===== src/rtl/mod_pkg.sv =====
// Shared definitions for the modulation/demodulation segments: reference
// sample levels (Q16.16), default segment count and the FSM state encoding.
package mod_pkg;

  localparam int NUM_SEG_DEF = 10;

  localparam logic signed [31:0] REF_POS = 32'sh0001_0000;
  localparam logic signed [31:0] REF_NEG = 32'shFFFF_0000;

  typedef enum logic [1:0] {
    ST_IDLE  = 2'd0,
    ST_EMIT  = 2'd1,
    ST_GUARD = 2'd2
  } state_t;

  // The reference alternates +1/-1 starting at +1, and a 0 symbol inverts
  // it, so the sample is positive exactly when idx parity differs from bit.
  function automatic logic ref_is_pos(input logic idx_lsb, input logic sym_bit);
    return idx_lsb ^ sym_bit;
  endfunction

endpackage


===== src/rtl/mod_ref_rom.sv =====
// Combinational reference table: maps (sample index, symbol bit) to the
// Q16.16 modulated sample.
module mod_ref_rom
  import mod_pkg::*;
#(
  parameter int DATA_W = 32
) (
  input  logic [3:0]        idx,
  input  logic              sym_bit,
  output logic [DATA_W-1:0] sample
);

  // Only the parity of the index matters for this waveform.
  logic unused_idx_hi;
  assign unused_idx_hi = ^idx[3:1];

  assign sample = ref_is_pos(idx[0], sym_bit) ? DATA_W'(REF_POS) : DATA_W'(REF_NEG);

endmodule


===== src/rtl/modulation_segment_ser.sv =====
// Serialises one symbol bit into NUM_SEG modulated Q16.16 samples.
// Optional macro MODULATION_GUARD_EN appends a zero guard sample per symbol.
module modulation_segment_ser
  import mod_pkg::*;
#(
  parameter int NUM_SEG = NUM_SEG_DEF,
  parameter int DATA_W  = 32
) (
  input  logic              clk,
  input  logic              reset,
  input  logic [31:0]       input_bit,
  input  logic              start,
  output logic [DATA_W-1:0] sample_out,
  output logic [3:0]        sample_idx,
  output logic              valid,
  output logic              last,
  output logic              busy,
  output logic [1:0]        fsm_state
);

  localparam logic [3:0] LAST_IDX = 4'(NUM_SEG - 1);
`ifdef MODULATION_GUARD_EN
  localparam logic [3:0] GUARD_IDX = 4'(NUM_SEG);
`endif

  state_t            state;
  state_t            state_n;
  logic              bit_q;
  logic              bit_n;
  logic [3:0]        cnt;
  logic [3:0]        cnt_n;
  logic              accept;
  logic [DATA_W-1:0] rom_sample;

  logic unused_bits;
  assign unused_bits = ^input_bit[31:1];

  assign fsm_state = state;

  // Handshake: a symbol is taken when start is high while the block is idle
  // or presenting its final output of a symbol (last); any other start is
  // dropped without effect. No backpressure exists on the sample stream.
  always_comb begin
    accept  = start && (!busy || last);
    state_n = state;
    cnt_n   = cnt;
    bit_n   = bit_q;
    case (state)
      ST_IDLE: begin
        if (accept) begin
          state_n = ST_EMIT;
          cnt_n   = '0;
          bit_n   = input_bit[0];
        end
      end
      ST_EMIT: begin
        if (cnt != LAST_IDX) begin
          cnt_n = cnt + 4'd1;
        end else begin
`ifdef MODULATION_GUARD_EN
          state_n = ST_GUARD;
          cnt_n   = '0;
`else
          cnt_n = '0;
          if (accept) begin
            bit_n = input_bit[0];
          end else begin
            state_n = ST_IDLE;
          end
`endif
        end
      end
      ST_GUARD: begin
        cnt_n = '0;
        if (accept) begin
          state_n = ST_EMIT;
          bit_n   = input_bit[0];
        end else begin
          state_n = ST_IDLE;
        end
      end
      default: begin
        state_n = ST_IDLE;
        cnt_n   = '0;
      end
    endcase
  end

  // Looked up with the next index/bit so the outputs can be registered.
  mod_ref_rom #(
    .DATA_W(DATA_W)
  ) u_rom (
    .idx    (cnt_n),
    .sym_bit(bit_n),
    .sample (rom_sample)
  );

  always_ff @(posedge clk or negedge reset) begin
    if (!reset) begin
      state      <= ST_IDLE;
      cnt        <= '0;
      bit_q      <= 1'b0;
      sample_out <= '0;
      sample_idx <= '0;
      valid      <= 1'b0;
      last       <= 1'b0;
      busy       <= 1'b0;
    end else begin
      state <= state_n;
      cnt   <= cnt_n;
      bit_q <= bit_n;
      busy  <= (state_n != ST_IDLE);
      case (state_n)
        ST_EMIT: begin
          valid      <= 1'b1;
          sample_idx <= cnt_n;
          sample_out <= rom_sample;
`ifdef MODULATION_GUARD_EN
          last       <= 1'b0;
`else
          last       <= (cnt_n == LAST_IDX);
`endif
        end
`ifdef MODULATION_GUARD_EN
        ST_GUARD: begin
          valid      <= 1'b1;
          sample_idx <= GUARD_IDX;
          sample_out <= '0;
          last       <= 1'b1;
        end
`endif
        default: begin
          valid      <= 1'b0;
          sample_idx <= '0;
          sample_out <= '0;
          last       <= 1'b0;
        end
      endcase
    end
  end

endmodule


===== config.mk =====
export PLATFORM = sky130hd
export DESIGN_NAME = modulation_segment_ser
export DESIGN_NICKNAME = d
export VERILOG_FILES = /design/src/rtl/mod_pkg.sv /design/src/rtl/mod_ref_rom.sv /design/src/rtl/modulation_segment_ser.sv
export SDC_FILE = /design/constraint.sdc
export NUM_CORES = 1
export LEC_CHECK = 0
export BUFFER_PORTS_ARGS = -buffer_cell sky130_fd_sc_hd__buf_2
export CAP_MARGIN = 30
export CORE_MARGIN = 2
export CORE_UTILIZATION = 41
export DETAILED_ROUTE_END_ITERATION = 16
export GPL_TIMING_DRIVEN = 1
export PLACE_DENSITY = 0.91
export SYNTH_ARGS = -nofsm -noshare
export SYNTH_HDL_FRONTEND = slang
export SYNTH_SLANG_ARGS = --single-unit

===== constraint.sdc =====
create_clock -name clk -period 4.07 [get_ports clk]
set_input_delay 0.814 -clock clk [delete_from_list [all_inputs] [get_ports clk]]
set_output_delay 0.814 -clock clk [all_outputs]
set_load 0.1 [all_outputs]

* After elaboration in Yosys (flattened, before gate mapping)
Cells that the tools add are included.
Cells by class: $add $sub $neg 1, equality and inequality tests 5, mux-type cells 16, bitwise gates (word level) 1, reductions and logical operators 6
Operators by type and width (count):
- 32-bit two-way mux | 2
- 4-bit two-way mux | 3
- 4-bit case mux with 2 select lines | 1
- 2-bit two-way mux | 3
- 2-bit case mux with 3 select lines | 1
- 1-bit two-way mux | 5
- 4-bit by 1-bit adder with 4-bit output (second input constant) | 1
- 2-bit by 1-bit == test with 1-bit output (second input constant) | 2
- 4-bit == test (second input constant) | 1
- 4-bit != test (second input constant) | 1
- 2-bit == test (second input constant) | 1
- 2-bit logical NOT | 1
- 1-bit case mux with 2 select lines | 1
- 2-bit nonzero test | 1
- 2-bit OR reduction | 1
- 1-bit logical AND | 1
- 1-bit logical NOT | 1
- 1-bit logical OR | 1
- 1-bit bitwise XOR | 1
Word-level totals: bits in registers 46, output and inout bits 41, logic and storage cells 37

* Depth between registers and ports, before layout
Gate-level depths: netlist (run 1).
depth after elaboration 9, mapped depth 6

* Hierarchy
From an unflattened synthesis (run 1), not the netlist that was laid out.
Unflattened totals: cell total of the unflattened synthesis 150, area total of the unflattened synthesis 1883.1 sq um
By module, submodules not included:
- modulation_segment_ser | times used 1, cells each 116, area each 1634.1 sq um, seq. area each 1151.1 sq um
- mod_ref_rom | times used 1, cells each 34, area each 249.0 sq um, seq. area each 0.0 sq um

* Worst setup path after synthesis (run 1)
Ideal clock, no wire load.
path kind reg-to-output, start point reg sample_out[30] (netlist name), end point out sample_out[18], arrival 1.540 ns, required time 3.256 ns, path slack 1.716 ns, cell stages (with the launch flop) 2, buffers on the path 1, path through dfrtp_1 -> buf_4
RTL lines:
- to (decl) | RTL line modulation_segment_ser.sv:13 | output logic [DATA_W-1:0] sample_out,

==> impl_metrics.toml, run 1 <==
[drt]
dr.pass1.iters = 4
num_vias = 645
wire_per_inst_um = 11.2
post-route-drc-count = 0
ant_nets = 0
detail_route.iter0.violations = 12
vias_per_cell = 4.78
wirelength_um = 1520

[synth]
yosysWarnings = 0
seq_area_frac_synth_pct = 39.5
ys_top_cells_by_count = "buf_4, dfrtp_1, nor2_1"
synth_seq_cells = 15
synth.largest_area_cell = "dfrtp_1"
synthCells = 91
ys_types = 32
synth_edf_count = 0
avgSynthCellArea_um2 = 10.4
yosys-top-cells-area = "dfrtp_1, buf_4, mux2_4, o32ai_1, ha_1"
netlist_area_um2 = 950
synth-async-reset-ratio_pct = 100
synth_most_common_cell = "buf_4"
ys.flop_type = "dfrtp_1"
synth_top_area_share_pct = 39.5

[floorplan]
pin_count = 76
core-area_mm2 = 0.00219
start_util_pct = 43.3
std_cell_rows = 17
die_area_mm2 = 0.00272
die_y_um = 52.1
dieWidth_um = 52.1

[setup_path]
critical_path_class = "reg2out"
crit_path_end_kind = "primary output"
critPathMaxStageDelay_ns = 0.52
worst-path-buf-inv = 1
crit_arrival_ns = 1.29
critPathRequiredTime_ns = 3.26
reg2regPathDepth = 5
crit_chain = "buf_2"
reg2reg_to = "sample_out[30]$_DFF_PN0_"
crit_path_start = "sample_out[30]$_DFF_PN0_"
crit_end = "sample_out[18]"
cp_num_cells = 1
rrSetupSlack_ns = 2.16
path_delay_family = "flip-flops"
r2r_start = "cnt[0]$_DFF_PN0_"
setup.worst_path.start_class = "register"
cpMaxStageDelayCell = "dfrtp_1"
cp_max_fo = 15

[sta]
fmax_ghz = 0.475
final-hold-violation-count = 0
fin_crit_ns = 2.11
tns_ns = 0
fin_ws_ns = 1.96
drv_slew = 0
tightest_slew_ns = 0.573
period_share_pct = 51.8
setup_viol = 0
grt_setup_unrepaired = "no"
fin_skew_ns = 0.0116
max_slew_margin_pct = 60.8

[clock_network]
cts-hold-fix-buffers = 0
numCtsBuffers = 3
clock-sinks = 15
cts_root_buffer = "clkbuf_4"
clk_pin_slew_worst_paths_ns = 0.09
cts_buffer_depth = 2
clkLatencyLatePin_ns = 0.29
cts_resized = 0
post_cts_buffers = 0
cts_tree = "built"
h-tree-depth = 1

[global_route]
grt_use_total_pct = 11.9
grt_max_degree = 16
grt_pass1_wl_um = 2330
antenna_found_initial = 0
overflow = 0
first_global_vias = 537

[status]
status = "finished, final reports clean"

[placement]
portBuffers = 28
gp_congestion = 0.890
hpwlAfterDp_um = 1150
dp_slack_ns = 2.12

[finish]
drive_gt1_share_pct = 35.5
n_fill_cell = 203
num_antenna_cells = 0
nets = 145
area_growth_syn_to_layout_pct = 1.98

[job]
maxCapViolations = 0

[hold_path]
hold_path.class = "in2async"
[metal layers]
| layer | GRT usage, % | routed length, um |
|---|---|---|
| met2 | 20.7 | 709 |
| met5 | 0 | 0 |
| met3 | 2.87 | 185 |
| met1 | 13.2 | 605 |
| met4 | 6.58 | 16 |
[how the worst min path moves through the flow]
| stage | from | end | slack, ns | cells after the start |
|---|---|---|---|---|
| 2_1_floorplan | bit_q$_DFF_PN0_ | bit_q$_DFF_PN0_ | 0.48 | 1 |
| 3_3_place_gp | bit_q$_DFF_PN0_ | bit_q$_DFF_PN0_ | 0.49 | 1 |
| 3_5_place_dp | bit_q$_DFF_PN0_ | bit_q$_DFF_PN0_ | 0.49 | 1 |
| 4_1_cts | reset | busy$_DFF_PN0_ | 0.42 | 1 |
| 5_1_grt | reset | busy$_DFF_PN0_ | 0.43 | 1 |
| 6_report | reset | sample_out[16]$_DFF_PN0_ | 0.40 | 1 |
[registers in the layout (all words and copies together), names as in the netlist]
name and flops:
sample_idx 4, last 1, bit_q 1, busy 1, sample_out 2, fsm_state 2
cnt 4
[worst register-to-register path: stages, from the launching register on]
cell	delay [ns]
dfrtp_1	0.50
ha_1	0.26
nand4bb_1	0.14
a211oi_2	0.28
mux2_4	0.34
mux2_4	0.29
[final cells by class]
cell class	instances	area [um2]	share of cell area, %
clock inverter	1	5.00	0.517
sequential	15	375	38.8
multi-input combinational	56	375	38.8
clock buffer	3	22.5	2.33
inverter	4	15.0	1.55
tap	28	35.0	3.62
timing repair buffer	28	140	14.5
[stage by stage]
| stage | area [um2] | utilization, % | hold WS (ns) | std cells |
|---|---|---|---|---|
| 6_report | 968 | 44.2 | 0.404 | 135 |
| 5_1_grt | 968 | 44.2 | 0.429 | 135 |
| 4_1_cts | 968 | 44.2 | 0.417 | 135 |
| 3_5_place_dp | 941 | 42.9 | 0.494 | 131 |
| 3_3_place_gp | 941 | 42.9 | 0.490 | 131 |
| 2_1_floorplan | 1010 | - | 0.478 | 107 |
[cells in the final DEF, fill, tap and decap left out, drive strengths merged, types with 2 or more instances in the layout]
cell type and count:
conb 17, dfrtp 15, nor3 2, nor2 5, nand3 2, mux2 2, a211oi 2, a21o 2
nand2b 3, o32ai 3, ha 2, buf 28, inv 4, clkbuf 3
[cell families after synthesis]
logic type	after synthesis	share of synthesized area [%]
AO/OA/AOI/OAI	13	11.7
XOR/XNOR	2	1.84
flip-flops	15	39.5
adder cells (fa/ha/maj)	2	2.63
buffers and inverters	36	27.3
other	1	0.395
AND/OR/NAND/NOR	20	13.4
multiplexers	2	3.16
Power of run 1 is left out: the tool's default activity adds up to more than one toggle a clock period on the data nets, which glitch-free logic cannot reach.
==> run 2, diff against run 1 <==
Settings changed: CORE_UTILIZATION 41 to 38, PLACE_DENSITY 0.91 to 0.86.
Clock period 4.07 ns to 1.98 ns, I/O delays scaled along.
==> run 2 against run 1 <==
Final cell count grew 3.7%. Wire length fell by 1.9%. Flip-flop and latch count unchanged.
==> impl_metrics.toml, run 2 (synthesis results as in run 1) <==
[status]
status = "finished, final reports clean"

[clock_network]
clk_pin_slew_worst_paths_ns = 0.08
cts_root_buffer = "clkbuf_4"
numCtsBuffers = 3
clkLatencyLatePin_ns = 0.29
cts_tree = "built"
h-tree-depth = 1
clock-sinks = 15
cts_buffer_depth = 2

[finish]
nets = 148
layout_common_cells = "buf_2, conb_1, dfrtp_1, nor2_1"
reg.largest.list = "cnt: 4 flops, sample_idx: 4 flops"
final_common_cell = "buf_2"
drive_gt1_share_pct = 39.1
area_growth_syn_to_layout_pct = 5.27
num_antenna_cells = 0
final_area_um2 = 1000

[setup_path]
setup.worst_path.start_class = "register"
crit_path_end_kind = "register"
crit_chain = "inv_1 -> ha_1 -> nand4bb_1 -> a211oi_2 -> mux2_4 -> mux2_4"
path_common_cell = "mux2_4"
critical_path_class = "reg2reg"
critPathMaxStageDelay_ns = 0.43
crit_arrival_ns = 1.98
worst-path-buf-inv = 1
path_delay_family = "multiplexers"
cpMaxStageDelayCell = "dfrtp_1"
cp_max_fo = 5
critPathRequiredTime_ns = 2.16

[placement]
hpwlAfterDp_um = 1150
gp_congestion = 0.800
placed_area_um2 = 963
portBuffers = 28

[drt]
wirelength_um = 1490
dr.pass1.iters = 4
vias_per_cell = 4.61
num_vias = 645
ant_nets = 0
post-route-drc-count = 0
wire_per_inst_um = 10.6
detail_route.iter0.violations = 13

[sta]
fmax_ghz = 0.555
final-hold-violation-count = 0
fin_crit_ns = 1.80
max_slew_margin_pct = 57.9
grt_setup_unrepaired = "no"
drv_slew = 0
fin_skew_ns = 0.00159
period_share_pct = 91.0
setup_viol = 0
tightest_slew_ns = 0.616
tns_ns = 0

[global_route]
grt_use_total_pct = 11.4
first_global_vias = 542
overflow = 0
grt_max_degree = 16
grt_pass1_wl_um = 2350
antenna_found_initial = 0

[floorplan]
core-area_mm2 = 0.00243
start_util_pct = 39.0
std_cell_rows = 18
pin_count = 76
dieWidth_um = 54.0
die_area_mm2 = 0.00291
die_y_um = 54.0

[hold_path]
hold_path.class = "in2reg"

[job]
maxCapViolations = 0
## run 2: stage by stage
stage	util, %	setup slack (ns)	hold WS (ns)	std cells
after floorplan	-	0.0442	0.100	107
after global placement	39.6	0.200	0.305	135
after detailed placement	39.6	0.164	0.315	135
after CTS	41.1	0.155	0.353	140
after global routing	41.1	0.0949	0.369	140
final	41.1	0.179	0.355	140
## run 2: repair_timing
action,in CTS,in global routing
setup buffers,0,0
endpoints found under the hold margin,15,0
gates resized for setup,0,0
setup endpoints to repair,0,0
hold buffers,1,0
## run 2: path summary, 6_finish.rpt
kind,startpoint,to,slack [ns],depth (start not counted)
worst max-delay path,cnt[1]$_DFF_PN0_,sample_out[30]$_DFF_PN0_,0.18,6
worst min-delay path,input_bit[0],bit_q$_DFF_PN0_,0.35,2
worst max register to register,cnt[1]$_DFF_PN0_,sample_out[30]$_DFF_PN0_,0.18,6
worst min register to register,bit_q$_DFF_PN0_,bit_q$_DFF_PN0_,0.51,1
max in group asynchronous,reset,last$_DFF_PN0_,1.20,2
min in group asynchronous,reset,sample_idx[0]$_DFF_PN0_,0.52,2
## run 2: layout make-up
class	instances	area, um2
tap	30	37.5
inverter	4	15.0
sequential	15	380
fill	244	1430
multi-input combinational	56	375
timing repair buffer	31	165
clock buffer	4	26.3
## run 2: worst reg2reg max path: stages, from the launching register on
cell and delay (ns):
dfrtp_1 0.43, inv_1 0.07, ha_1 0.17, nand4bb_1 0.12, a211oi_2 0.28, mux2_4 0.34
mux2_4 0.30
## run 2: per-layer routing
layer	up-vias	wire (um)	global-route usage, %	share of wire (%)
met4	0	48	7.50	3.2
met3	5	138	1.67	9.3
li1	299	-	-	-
met1	297	591	12.9	40
met5	-	0	0	0
met2	44	708	19.7	48
Power of run 2 is left out for the same reason.
